## src/rtl/fifo_ser_pkg.sv

```systemverilog
// fifo_ser_pkg
// Shared types and elaboration helpers for the FIFO serialiser.
//   ser_state_e    : serialiser FSM states (IDLE, SHIFT)
//   beat_cnt_width : width of the beat counter for a given number of beats
//   lanes_fit      : legality check that a word splits evenly into lanes
package fifo_ser_pkg;

    typedef enum logic {
        IDLE  = 1'b0,
        SHIFT = 1'b1
    } ser_state_e;

    // A single-beat word still needs a 1-bit counter so the FSM logic
    // keeps the same shape for every configuration.
    function automatic int beat_cnt_width(input int beats);
        return (beats <= 1) ? 1 : $clog2(beats);
    endfunction

    function automatic bit lanes_fit(input int data_w, input int lanes);
        return (lanes > 0) && ((data_w % lanes) == 0);
    endfunction

endpackage

```

## src/rtl/fifo_core.sv

```systemverilog
// fifo_core
// Word FIFO of 2**ADDR_W entries with wrap-bit pointers.
// Ports:
//   clk, rst   : clock, asynchronous active-high reset
//   push_i     : write request (ignored while full)
//   pop_i      : read request (ignored while empty)
//   wr_data_i  : word to write
//   rd_data_o  : mem[rd_ptr], unregistered view of the head word
//   count_o    : number of stored words
//   full_o     : count_o == DEPTH
//   empty_o    : count_o == 0
module fifo_core
    import fifo_ser_pkg::*;
#(
    parameter int DATA_W = 8,
    parameter int ADDR_W = 5
) (
    input  logic              clk,
    input  logic              rst,
    input  logic              push_i,
    input  logic              pop_i,
    input  logic [DATA_W-1:0] wr_data_i,
    output logic [DATA_W-1:0] rd_data_o,
    output logic [ADDR_W:0]   count_o,
    output logic              full_o,
    output logic              empty_o
);

    localparam int DEPTH = 2 ** ADDR_W;

    logic [DATA_W-1:0] mem [DEPTH];
    logic [ADDR_W:0]   wr_ptr_q, wr_ptr_d;
    logic [ADDR_W:0]   rd_ptr_q, rd_ptr_d;
    logic              do_push;
    logic              do_pop;

    // The top pointer bit records how many times each pointer has wrapped;
    // equal addresses with different wrap bits mean the writer is a full
    // lap ahead of the reader.
    assign full_o  = (wr_ptr_q[ADDR_W-1:0] == rd_ptr_q[ADDR_W-1:0]) &&
                     (wr_ptr_q[ADDR_W] != rd_ptr_q[ADDR_W]);
    assign empty_o = (wr_ptr_q == rd_ptr_q);
    assign count_o = wr_ptr_q - rd_ptr_q;

    assign do_push = push_i && !full_o;
    assign do_pop  = pop_i && !empty_o;

    assign rd_data_o = mem[rd_ptr_q[ADDR_W-1:0]];

    always_comb begin
        wr_ptr_d = do_push ? wr_ptr_q + 1'b1 : wr_ptr_q;
        rd_ptr_d = do_pop  ? rd_ptr_q + 1'b1 : rd_ptr_q;
    end

    // Storage is deliberately left out of reset; the pointers alone define
    // which entries are meaningful.
    always_ff @(posedge clk) begin
        if (do_push) begin
            mem[wr_ptr_q[ADDR_W-1:0]] <= wr_data_i;
        end
    end

    always_ff @(posedge clk or posedge rst) begin
        if (rst) begin
            wr_ptr_q <= '0;
            rd_ptr_q <= '0;
        end else begin
            wr_ptr_q <= wr_ptr_d;
            rd_ptr_q <= rd_ptr_d;
        end
    end

endmodule

```

## src/rtl/fifo_serializer.sv

```systemverilog
// fifo_serializer
// Buffers DATA_W-bit words and streams each one out as BEATS = DATA_W/LANES
// slices of LANES bits, LSB-first or MSB-first, with no bubble between
// consecutive words.
// Ports:
//   clk, rst   : clock, asynchronous active-high reset
//   in_data    : write word
//   in_valid   : write request; accepted when in_ready is high
//   in_ready   : FIFO not full
//   rd_en      : allows the serialiser to start a new word
//   out_data   : current slice, zero when out_valid is low
//   out_valid  : out_data carries a valid slice
//   out_last   : final slice of the current word
//   count      : words waiting in the FIFO (excludes the word being sent)
//   full/empty : FIFO status
module fifo_serializer
    import fifo_ser_pkg::*;
#(
    parameter int DATA_W    = 8,
    parameter int ADDR_W    = 5,
    parameter int LANES     = 1,
    parameter int MSB_FIRST = 0
) (
    input  logic              clk,
    input  logic              rst,
    input  logic [DATA_W-1:0] in_data,
    input  logic              in_valid,
    output logic              in_ready,
    input  logic              rd_en,
    output logic [LANES-1:0]  out_data,
    output logic              out_valid,
    output logic              out_last,
    output logic [ADDR_W:0]   count,
    output logic              full,
    output logic              empty
);

    localparam int BEATS = DATA_W / LANES;
    localparam int CNT_W = beat_cnt_width(BEATS);
    localparam logic [CNT_W-1:0] LAST_BEAT = CNT_W'(BEATS - 1);

    if (!lanes_fit(DATA_W, LANES)) begin : g_bad_lanes
        $error("fifo_serializer: DATA_W must be a multiple of LANES");
    end

    ser_state_e        state_q, state_d;
    logic [CNT_W-1:0]  beat_q, beat_d;
    logic [DATA_W-1:0] word_q, word_d;
    logic [DATA_W-1:0] head_word;
    logic              pop;
    logic              can_pop;
    logic              last_beat;
    logic [CNT_W-1:0]  slice_sel;
    logic [LANES-1:0]  slices [BEATS];

    fifo_core #(
        .DATA_W (DATA_W),
        .ADDR_W (ADDR_W)
    ) u_core (
        .clk       (clk),
        .rst       (rst),
        .push_i    (in_valid),
        .pop_i     (pop),
        .wr_data_i (in_data),
        .rd_data_o (head_word),
        .count_o   (count),
        .full_o    (full),
        .empty_o   (empty)
    );

    assign in_ready  = ~full;
    assign can_pop   = rd_en && !empty;
    assign last_beat = (state_q == SHIFT) && (beat_q == LAST_BEAT);

    // Next-state logic. A new word is loaded either from IDLE or on the
    // last beat of the current word, which is what removes the bubble.
    // rd_en only gates loading; a word in flight always completes.
    always_comb begin
        state_d = state_q;
        beat_d  = beat_q;
        word_d  = word_q;
        pop     = 1'b0;
        case (state_q)
            IDLE: begin
                if (can_pop) begin
                    pop     = 1'b1;
                    word_d  = head_word;
                    beat_d  = '0;
                    state_d = SHIFT;
                end
            end
            SHIFT: begin
                if (last_beat) begin
                    beat_d = '0;
                    if (can_pop) begin
                        pop    = 1'b1;
                        word_d = head_word;
                    end else begin
                        state_d = IDLE;
                    end
                end else begin
                    beat_d = beat_q + 1'b1;
                end
            end
            default: state_d = IDLE;
        endcase
    end

    always_ff @(posedge clk or posedge rst) begin
        if (rst) begin
            state_q <= IDLE;
            beat_q  <= '0;
            word_q  <= '0;
        end else begin
            state_q <= state_d;
            beat_q  <= beat_d;
            word_q  <= word_d;
        end
    end

    for (genvar b = 0; b < BEATS; b++) begin : g_slice
        assign slices[b] = word_q[b*LANES +: LANES];
    end

    // MSB-first walks the slice table backwards from the top slice.
    assign slice_sel = (MSB_FIRST != 0) ? (LAST_BEAT - beat_q) : beat_q;

    assign out_valid = (state_q == SHIFT);
    assign out_last  = last_beat;
    assign out_data  = out_valid ? slices[slice_sel] : '0;

endmodule
```

## config.mk

```make
export PLATFORM = sky130hd
export DESIGN_NAME = fifo_serializer
export DESIGN_NICKNAME = d
export VERILOG_FILES = /design/src/rtl/fifo_ser_pkg.sv /design/src/rtl/fifo_core.sv /design/src/rtl/fifo_serializer.sv
export SDC_FILE = /design/constraint.sdc
export NUM_CORES = 1
export LEC_CHECK = 0
export CORE_MARGIN = 4
export CORE_UTILIZATION = 53
export CTS_CLUSTER_SIZE = 12
export DETAILED_ROUTE_END_ITERATION = 12
export PLACE_DENSITY_LB_ADDON = 0.05
export REMOVE_ABC_BUFFERS = 1
export SYNTH_ARGS = -nofsm -noshare
export SYNTH_HDL_FRONTEND = slang
export SYNTH_SLANG_ARGS = --single-unit
```

## constraint.sdc

```tcl
create_clock -name clk -period 2.6 [get_ports clk]
set_input_delay 0.52 -clock clk [delete_from_list [all_inputs] [get_ports clk]]
set_output_delay 0.52 -clock clk [all_outputs]
set_load 0.1 [all_outputs]
```

# Yosys cells after proc, flatten, opt, wreduce, memory -nomap -nowiden
# Memory sizes are Yosys's and may differ from the RTL's.
# Index checks and enable logic that the tools add are counted.
# totals
regBits	24
output_inout_bits	12
word_cells	44
latchBits	0
mem_count	1
ramBits	256
input_bits	12
rom_bits	0
# classes
n_shift	0
n_mul	0
order_cmp	1
mux	17
reduce_logical	7
eq_ne	6
bitwise_logic	3
n_addsub	4
div	0
# memory_table
memory	words	word_bits	rd	rd_ports_with_merged_regs	write_ports	line	text
u_core.mem	32	8	1	0	1	fifo_core.sv:31	logic [DATA_W-1:0] mem [DEPTH];
# ops
operator	count
8-bit two-way mux	2
8-bit one-hot mux with 2 select lines	1
6-bit by 1-bit adder with 6-bit output (second input constant)	2
1-bit two-way mux	8
6-bit == test	1
3-bit two-way mux	2
3-bit one-hot mux with 2 select lines	1
6-bit subtractor	1
5-bit == test	1
1-bit logical AND	5
4-bit greater-or-equal comparator (second input constant)	1
2-bit inequality test (second input constant)	2
3-bit inverter with 4-bit output	1
1-bit one-hot mux with 2 select lines	2
3-bit by 1-bit adder with 3-bit output (second input constant)	1
1-bit binary-select mux with 3-bit select	1
3-bit == test (second input constant)	1
1-bit zero test	2
1-bit inverter	2
1-bit inequality test	1

# Longest topological paths before layout
# Gate-level depths: netlist of run 1.
# logic_depth
depth_word	7
mapped_depth	12
depth_no_buf	8

# Modules after synthesis
# Synthesis of run 1 repeated with hierarchy kept, for this count alone.
# hier_totals
hier_cells	607
area_unflattened_um2	11501.0
# modules_own_cells
mod	instances	seq_area_each_um2	area_each_um2	cells_each
fifo_core	1	7987.7	10882.9	562
fifo_serializer	1	300.3	618.1	45

# Worst setup path after synthesis of run 1
# OpenSTA, ideal clock, no wires.
# synth_path
kind	reg2out
start	reg u_core.rd_ptr_q[1]
end	out count[5]
required_time_ps	2080
t_arrival_ps	3253
path_slack_ps	-1173
path_stages_with_launch	11
n_path_buf	3
path_cell_list	dfrtp_1 > buf_2 > buf_6 > buf_4 > inv_1 > ha_1 > a21oi_1 > o21bai_1 > a21o_1 > a21oi_1 > xor2_1
# synth_between
elab_chain_len	1
# synth_rtl
item	line	text
start: declaration	fifo_core.sv:33	logic [ADDR_W:0] rd_ptr_q, rd_ptr_d;
start signal: assignment	fifo_core.sv:69	rd_ptr_q <= rd_ptr_d;
6-bit subtractor	fifo_core.sv:43	assign count_o = wr_ptr_q - rd_ptr_q;
end: declaration	fifo_serializer.sv:33	output logic [ADDR_W:0] count,
# No other way between the ends.

# Worst setup path after layout of run 1
# layout_path
start	reg u_core.wr_ptr_q[1]
end	out count[5]
# layout_between
elab_chain_len	1
# layout_rtl
item	line	text
start: declaration	fifo_core.sv:32	logic [ADDR_W:0] wr_ptr_q, wr_ptr_d;
start signal: assignment	fifo_core.sv:68	wr_ptr_q <= wr_ptr_d;
6-bit subtractor	fifo_core.sv:43	
# No other way between the ends.

==> out/qor.txt, run 1 <==
Outcome -> finished, violations left
Violated checks -> negative setup slack
Core Footprint -> 0.0212 sq mm
Share of power burned in the clock network -> 0.237
Final TNS setup -> -0.265 ns
Clock sink count -> 280
LEAKAGE -> 4.52 nW
Flops & latches, synth -> 280
Pins Over Slew Limit -> 0
Async set or reset register ratio after synthesis -> 0.0857
Post-layout min period -> 2.76 ns
Post-synthesis mux area share -> 0.134
Clock transition at the registers of the reported paths -> 0.06 ns
DRT antenna net count -> 0
RSZ-0062 raised after global routing -> yes
Synth Area in XOR/XNOR -> 0.0121
Worst Skew -> 0.00906 ns
Placed inst area -> 0.0124 sq mm
Initial antenna violation count -> 0
Num rows -> 53
Most frequent cells in the layout -> edfxtp_1, buf_4, mux4_2
Worst setup margin -> -0.158 ns
Layout Nets -> 716
Required time worst endpoint -> 2.08 ns
Cells after Synth -> 604
Critical Path AT -> 2.24 ns
Warnings, synthesis -> 0
Largest family of logic cells by synthesized area -> multiplexers
Vias -> 5644
I/O pin total -> 24
Iteration-0 DRC count of the detailed router -> 353
CP Class -> flop to primary output
Final hold violation count -> 0
Design area -> 0.0134 sq mm
CP max stage cell -> dfrtp_1
Sequential Power Share -> 0.346
EDFF count, synth -> 256
Switching part of the total -> 0.355
CTS root buf -> clkbuf_16
Hold Crit Class -> input pin to asynchronous set/reset pin
Fillers -> 1449
Synthesized area -> 0.0114 sq mm
Layout overhead on the synthesized area -> 17.0%
Hpwl dp -> 14.9 mm
CTS tree -> done
Congestion Overflow GR -> 0
WL final -> 23.3 mm
Crit path max fanout -> 2
Crit-path cells -> ha_4, a21oi_2, o21bai_1, a21o_1, a21oi_2, xor2_2, buf_12
Main flop type after synthesis -> edfxtp_1
Max IR drop VDD -> 726 uV
First-pass GRT wire length -> 36.0 mm
Most frequent CP cell -> a21oi_2
Period utilization -> 1.06
Share of cells above drive strength 1 -> 0.306
Ant diodes -> 0
Port bufs -> 23
DIE HEIGHT -> 155 um
WL/cell -> 23.6 um
Endpoint class of the critical path -> primary output
Min Hold Slack -> 0.415 ns
Die W -> 155 um
Starting Density -> 0.541
Max Buffers Root-to-Sink -> 3
Combinational Power Share -> 0.417
Synth unique cells -> 46
H-tree Lvls -> 1
GP Congestion -> 0.843
Final setup viols -> 2
Int Pwr -> 10.3 mW
Residual DRC -> 0
CTS Buf Count -> 28
Clk Latency, worst-skew pair -> 0.53 ns
Power per cell area -> 1190 mW/mm^2
Synth Area in Adders -> 0.0149
Maxcap violations -> 0
Drt first pass iters -> 5
Largest net degree at the start of global routing -> 53
Hold-fix buffers, CTS -> 0
Fmax -> 0.363 GHz
Relative slew slack -> 0.431
GR Util All Layers -> 0.199
Synth Area in Compound Gates -> 0.0513
Most common cell after layout, fill and taps aside -> edfxtp_1
Worst slew pin tran -> 0.853 ns
Register area share after synthesis -> 0.724
Vias/cell -> 5.71
Avg Inst Size Synth -> 18.9 sq um
Synth Area in Simple Gates -> 0.0383
Vias in the first global route -> 5891
Switching power -> 5.67 mW
Kind of start point of the critical path -> flop
Crit-path max cell delay -> 0.41 ns
Die ar. -> 0.0240 sq mm
[cells in the mapped netlist (all sizes together) (11+ instances only)]
library cell | instances | area share
mux4 | 50 | 0.098
buf | 28 | 0.019
dfrtp | 24 | 0.052
a221oi | 16 | 0.017
a21oi | 11 | 0.0074
nand2 | 15 | 0.0072
ha | 12 | 0.013
o21ai | 29 | 0.013
inv | 13 | 0.0043
nor2 | 37 | 0.013
edfxtp | 256 | 0.67
mux2i | 41 | 0.036
[state kept, by name (all words and copies together), names as in the netlist]
register / cells
u_core.wr_ptr_q: 6
word_q: 8
out_valid: 1
u_core.rd_ptr_q: 6
u_core.mem: 256
beat_q: 3
[cell type report]
class,count,area [sq um],share of cell area
well taps,275,344,0.0257
inverters,13,53.8,0.00402
clock buffers,50,845,0.0631
clock inverters,2,33.8,0.00252
multi-input cells,278,2940,0.219
flip-flops and latches,280,8290,0.619
repair buffers,90,882,0.0659
[kinds of logic (layout without fill, tap and decap cells)]
logic type	count (synthesis)	count (layout)
adders and majority gates	13	13
and+or+nand+nor	82	82
AOI/OAI and AO/OA	77	77
muxes	91	91
DFF	280	280
xor gates and xnor gates	15	15
buffers and inverters	46	155
[per-stage QoR]
step	util	setup slack (ns)	std cells	power, mW
after CTS	0.632	-0.185	987	16.1
after floorplan	-	-2.35	571	9.69
after detailed placement	0.586	0.0907	931	12.1
final	0.633	-0.158	988	16.0
after global routing	0.633	-0.268	988	16.7
after global placement	0.586	0.0980	931	12.0
[timing repair]
action,4_1_cts,5_1_grt
pin swaps,10,5
setup buffers,4,1
endpoints found under the setup margin,6,6
gates resized for setup,18,4
[per-layer routing]
layer	part of all wire	track usage	wire length [um]	up-vias
li1	-	-	-	2585
met1	0.42	0.280	9700	2876
met2	0.51	0.333	11800	141
met4	0.024	0.0530	568	0
met3	0.053	0.0284	1240	42
met5	0	0	0	-
[final timing paths]
check / startpoint / slack (ns) / cells past startpoint / to
worst max-delay path: u_core.wr_ptr_q[1] / -0.16 / 7 / count[5]
worst max register to register: u_core.rd_ptr_q[3] / 0.27 / 9 / u_core.mem[24][7]
min in group clk: u_core.wr_ptr_q[5] / 0.54 / 1 / u_core.wr_ptr_q[5]
max in group asynchronous: rst / 1.92 / 3 / beat_q[0]
worst min-delay path: rst / 0.42 / 3 / u_core.rd_ptr_q[1]
worst min register to register: u_core.wr_ptr_q[5] / 0.54 / 1 / u_core.wr_ptr_q[5]
[critical path: cells and delay by family (launching register included)]
kind | cells | cell delay [ns]
compound gates | 4 | 0.56
xor+xnor | 1 | 0.27
fa+ha+maj | 1 | 0.26
buf+inv | 1 | 0.21
flops | 1 | 0.41
[power by group through the flow]
stage          Sequential, mW  Combinational [mW]  Clock, mW
2_1_floorplan            6.04                3.65          0
5_1_grt                  5.56                7.05       4.08
3_3_place_gp             5.59                6.45          0
6_report                 5.52                6.65       3.79
3_5_place_dp             5.61                6.51          0
4_1_cts                  5.52                6.72       3.87
No activity file was read; power rests on OpenSTA's default activity.
==> run 2, diff against run 1 <==
--- a/config.mk
+++ b/config.mk
@@ -5,6 +5,7 @@
 export SDC_FILE = /design/constraint.sdc
 export NUM_CORES = 1
 export LEC_CHECK = 0
+export CAP_MARGIN = 20
 export CORE_MARGIN = 4
 export CORE_UTILIZATION = 53
 export CTS_CLUSTER_SIZE = 12
==> results of run 2 <==
The final DEF is identical to that of run 1; final timing and power are the same.
==> run 3, diff against run 2 <==
--- a/config.mk
+++ b/config.mk
@@ -8,10 +8,12 @@
 export CAP_MARGIN = 20
 export CORE_MARGIN = 4
 export CORE_UTILIZATION = 53
+export CTS_CLUSTER_DIAMETER = 50
 export CTS_CLUSTER_SIZE = 12
 export DETAILED_ROUTE_END_ITERATION = 12
 export PLACE_DENSITY_LB_ADDON = 0.05
 export REMOVE_ABC_BUFFERS = 1
+export SLEW_MARGIN = 20
 export SYNTH_ARGS = -nofsm -noshare
 export SYNTH_HDL_FRONTEND = slang
 export SYNTH_SLANG_ARGS = --single-unit
==> constraint.sdc (replaced) <==
create_clock -name clk -period 2.25 [get_ports clk]
set_input_delay 0.45 -clock clk [delete_from_list [all_inputs] [get_ports clk]]
set_output_delay 0.45 -clock clk [all_outputs]
set_load 0.1 [all_outputs]
==> out/qor.txt, run 3 (synthesis gave the netlist of run 1 again) <==
Outcome -> finished, violations left
Violated checks -> negative setup slack
Fmax -> 0.368 GHz
WL final -> 25.1 mm
RSZ-0062 raised after global routing -> yes
Post-layout min period -> 2.72 ns
Worst setup margin -> -0.470 ns
Crit-path cells -> inv_2, ha_4, a21oi_2, o21bai_1, a21o_1, a21oi_2, xor2_1, buf_4, buf_12
CP delay by family, top -> compound AO/OA/AOI/OAI gates
Final setup viols -> 9
Kind of start point of the critical path -> flop
Hold Crit Class -> input pin to asynchronous set/reset pin
Endpoint class of the critical path -> primary output
Clock transition at the registers of the reported paths -> 0.06 ns
Port bufs -> 23
Clock sink count -> 280
Met2 Usage GRT -> 0.344
Most common cell after layout, fill and taps aside -> edfxtp_1
Residual DRC -> 0
Drt first pass iters -> 5
Final hold violation count -> 0
M1 GR Usage -> 0.322
Num rows -> 53
CTS tree -> done
Relative slew slack -> 0.586
Max IR drop VDD -> 1220 uV
Iteration-0 DRC count of the detailed router -> 558
Core Footprint -> 0.0212 sq mm
Hpwl dp -> 16.8 mm
Inst Count DP -> 962
DIE HEIGHT -> 155 um
Fillers -> 1466
H-tree Lvls -> 1
Max Buffers Root-to-Sink -> 3
GR Util All Layers -> 0.215
Layout overhead on the synthesized area -> 19.9%
Vias -> 5904
Final TNS setup -> -2.24 ns
Final core occ -> 0.648
Clk Latency, worst-skew pair -> 0.54 ns
Design area -> 0.0137 sq mm
CP Class -> flop to primary output
Final Total Pwr -> 19.0 mW
Maxcap violations -> 0
Most used routing layer -> met2
Pins Over Slew Limit -> 0
Power per cell area -> 1380 mW/mm^2
Critical Path AT -> 2.27 ns
I/O pin total -> 24
CTS root buf -> clkbuf_16
WL/cell -> 24.6 um
GP Congestion -> 0.864
Vias in the first global route -> 6147
Worst Skew -> 0.0135 ns
Congestion Overflow GR -> 0
CP max stage cell -> dfrtp_2
GR Layer Usage met3 -> 0.0261
Worst slew pin tran -> 0.614 ns
Die W -> 155 um
Vias/cell -> 5.80
Crit-path max cell delay -> 0.41 ns
Ant diodes -> 0
Die ar. -> 0.0240 sq mm
Most frequent cells in the layout -> edfxtp_1, buf_4, mux4_2
Layout Nets -> 746
Buf/Inv on CP -> 3
Placed inst area -> 0.0126 sq mm
Dpl ws -> -0.0482 ns
Share of cells above drive strength 1 -> 0.343
Most frequent CP cell -> a21oi_2
Initial antenna violation count -> 0
Post-route insts no fill -> 1018
First-pass GRT wire length -> 38.5 mm
Period utilization -> 1.21
Max FFs per register -> 256
Crit path max fanout -> 2
CTS Buf Count -> 29
LEAKAGE -> 4.66 nW
Largest net degree at the start of global routing -> 52
Starting Density -> 0.541
DRT antenna net count -> 0
Min Hold Slack -> 0.301 ns
Required time worst endpoint -> 1.80 ns
[run 3: where the power goes]
part / internal (mW) / switching, mW
sequential: 6.18 / 0.249
combinational: 3.49 / 4.79
clock: 2.43 / 1.84
total: 12.1 / 6.88
[run 3: area by class of cell]
type / count / area, sq um / area share
Multi-Input combinational cell: 278 / 3020 / 0.220
Clock inverter: 6 / 37.5 / 0.00274
Inverter: 13 / 48.8 / 0.00356
Timing Repair Buffer: 119 / 1170 / 0.0855
Tap cell: 275 / 344 / 0.0251
Clock buffer: 47 / 803 / 0.0586
Sequential cell: 280 / 8290 / 0.605
[run 3: final timing paths]
kind                                    start                 end  slack, ns  cells after the start
hold reg to reg            u_core.wr_ptr_q[5]  u_core.wr_ptr_q[5]       0.52                      1
max in group asynchronous                 rst  u_core.rd_ptr_q[0]       1.64                      3
setup / recovery           u_core.rd_ptr_q[1]            count[5]      -0.47                      9
hold / removal                            rst  u_core.rd_ptr_q[5]       0.30                      3
min in group clk           u_core.wr_ptr_q[5]  u_core.wr_ptr_q[5]       0.52                      1
setup reg to reg           u_core.rd_ptr_q[0]           word_q[4]       0.06                      7
[run 3: timing repair]
| item | in CTS | in global routing |
|---|---|---|
| buffers inserted | 2 | 2 |
| hold buffers | 0 | 0 |
| endpoints found under the setup margin | 10 | 226 |
| pin swaps | 8 | 1 |
| resized for setup | 28 | 21 |
[run 3: metal layers]
metal,up-vias,routed length (um)
met5,-,0
met4,0,519
met3,37,1260
met2,178,12200
met1,3040,11100
li1,2649,-
[run 3: worst reg2reg max path, stage by stage, from the launching register on]
cell and delay (ns):
dfrtp_2 0.38, buf_4 0.14, buf_12 0.23, mux4_2 0.59
a22oi_1 0.36, nand4_1 0.17, o21ai_0 0.16, a21oi_2 0.04
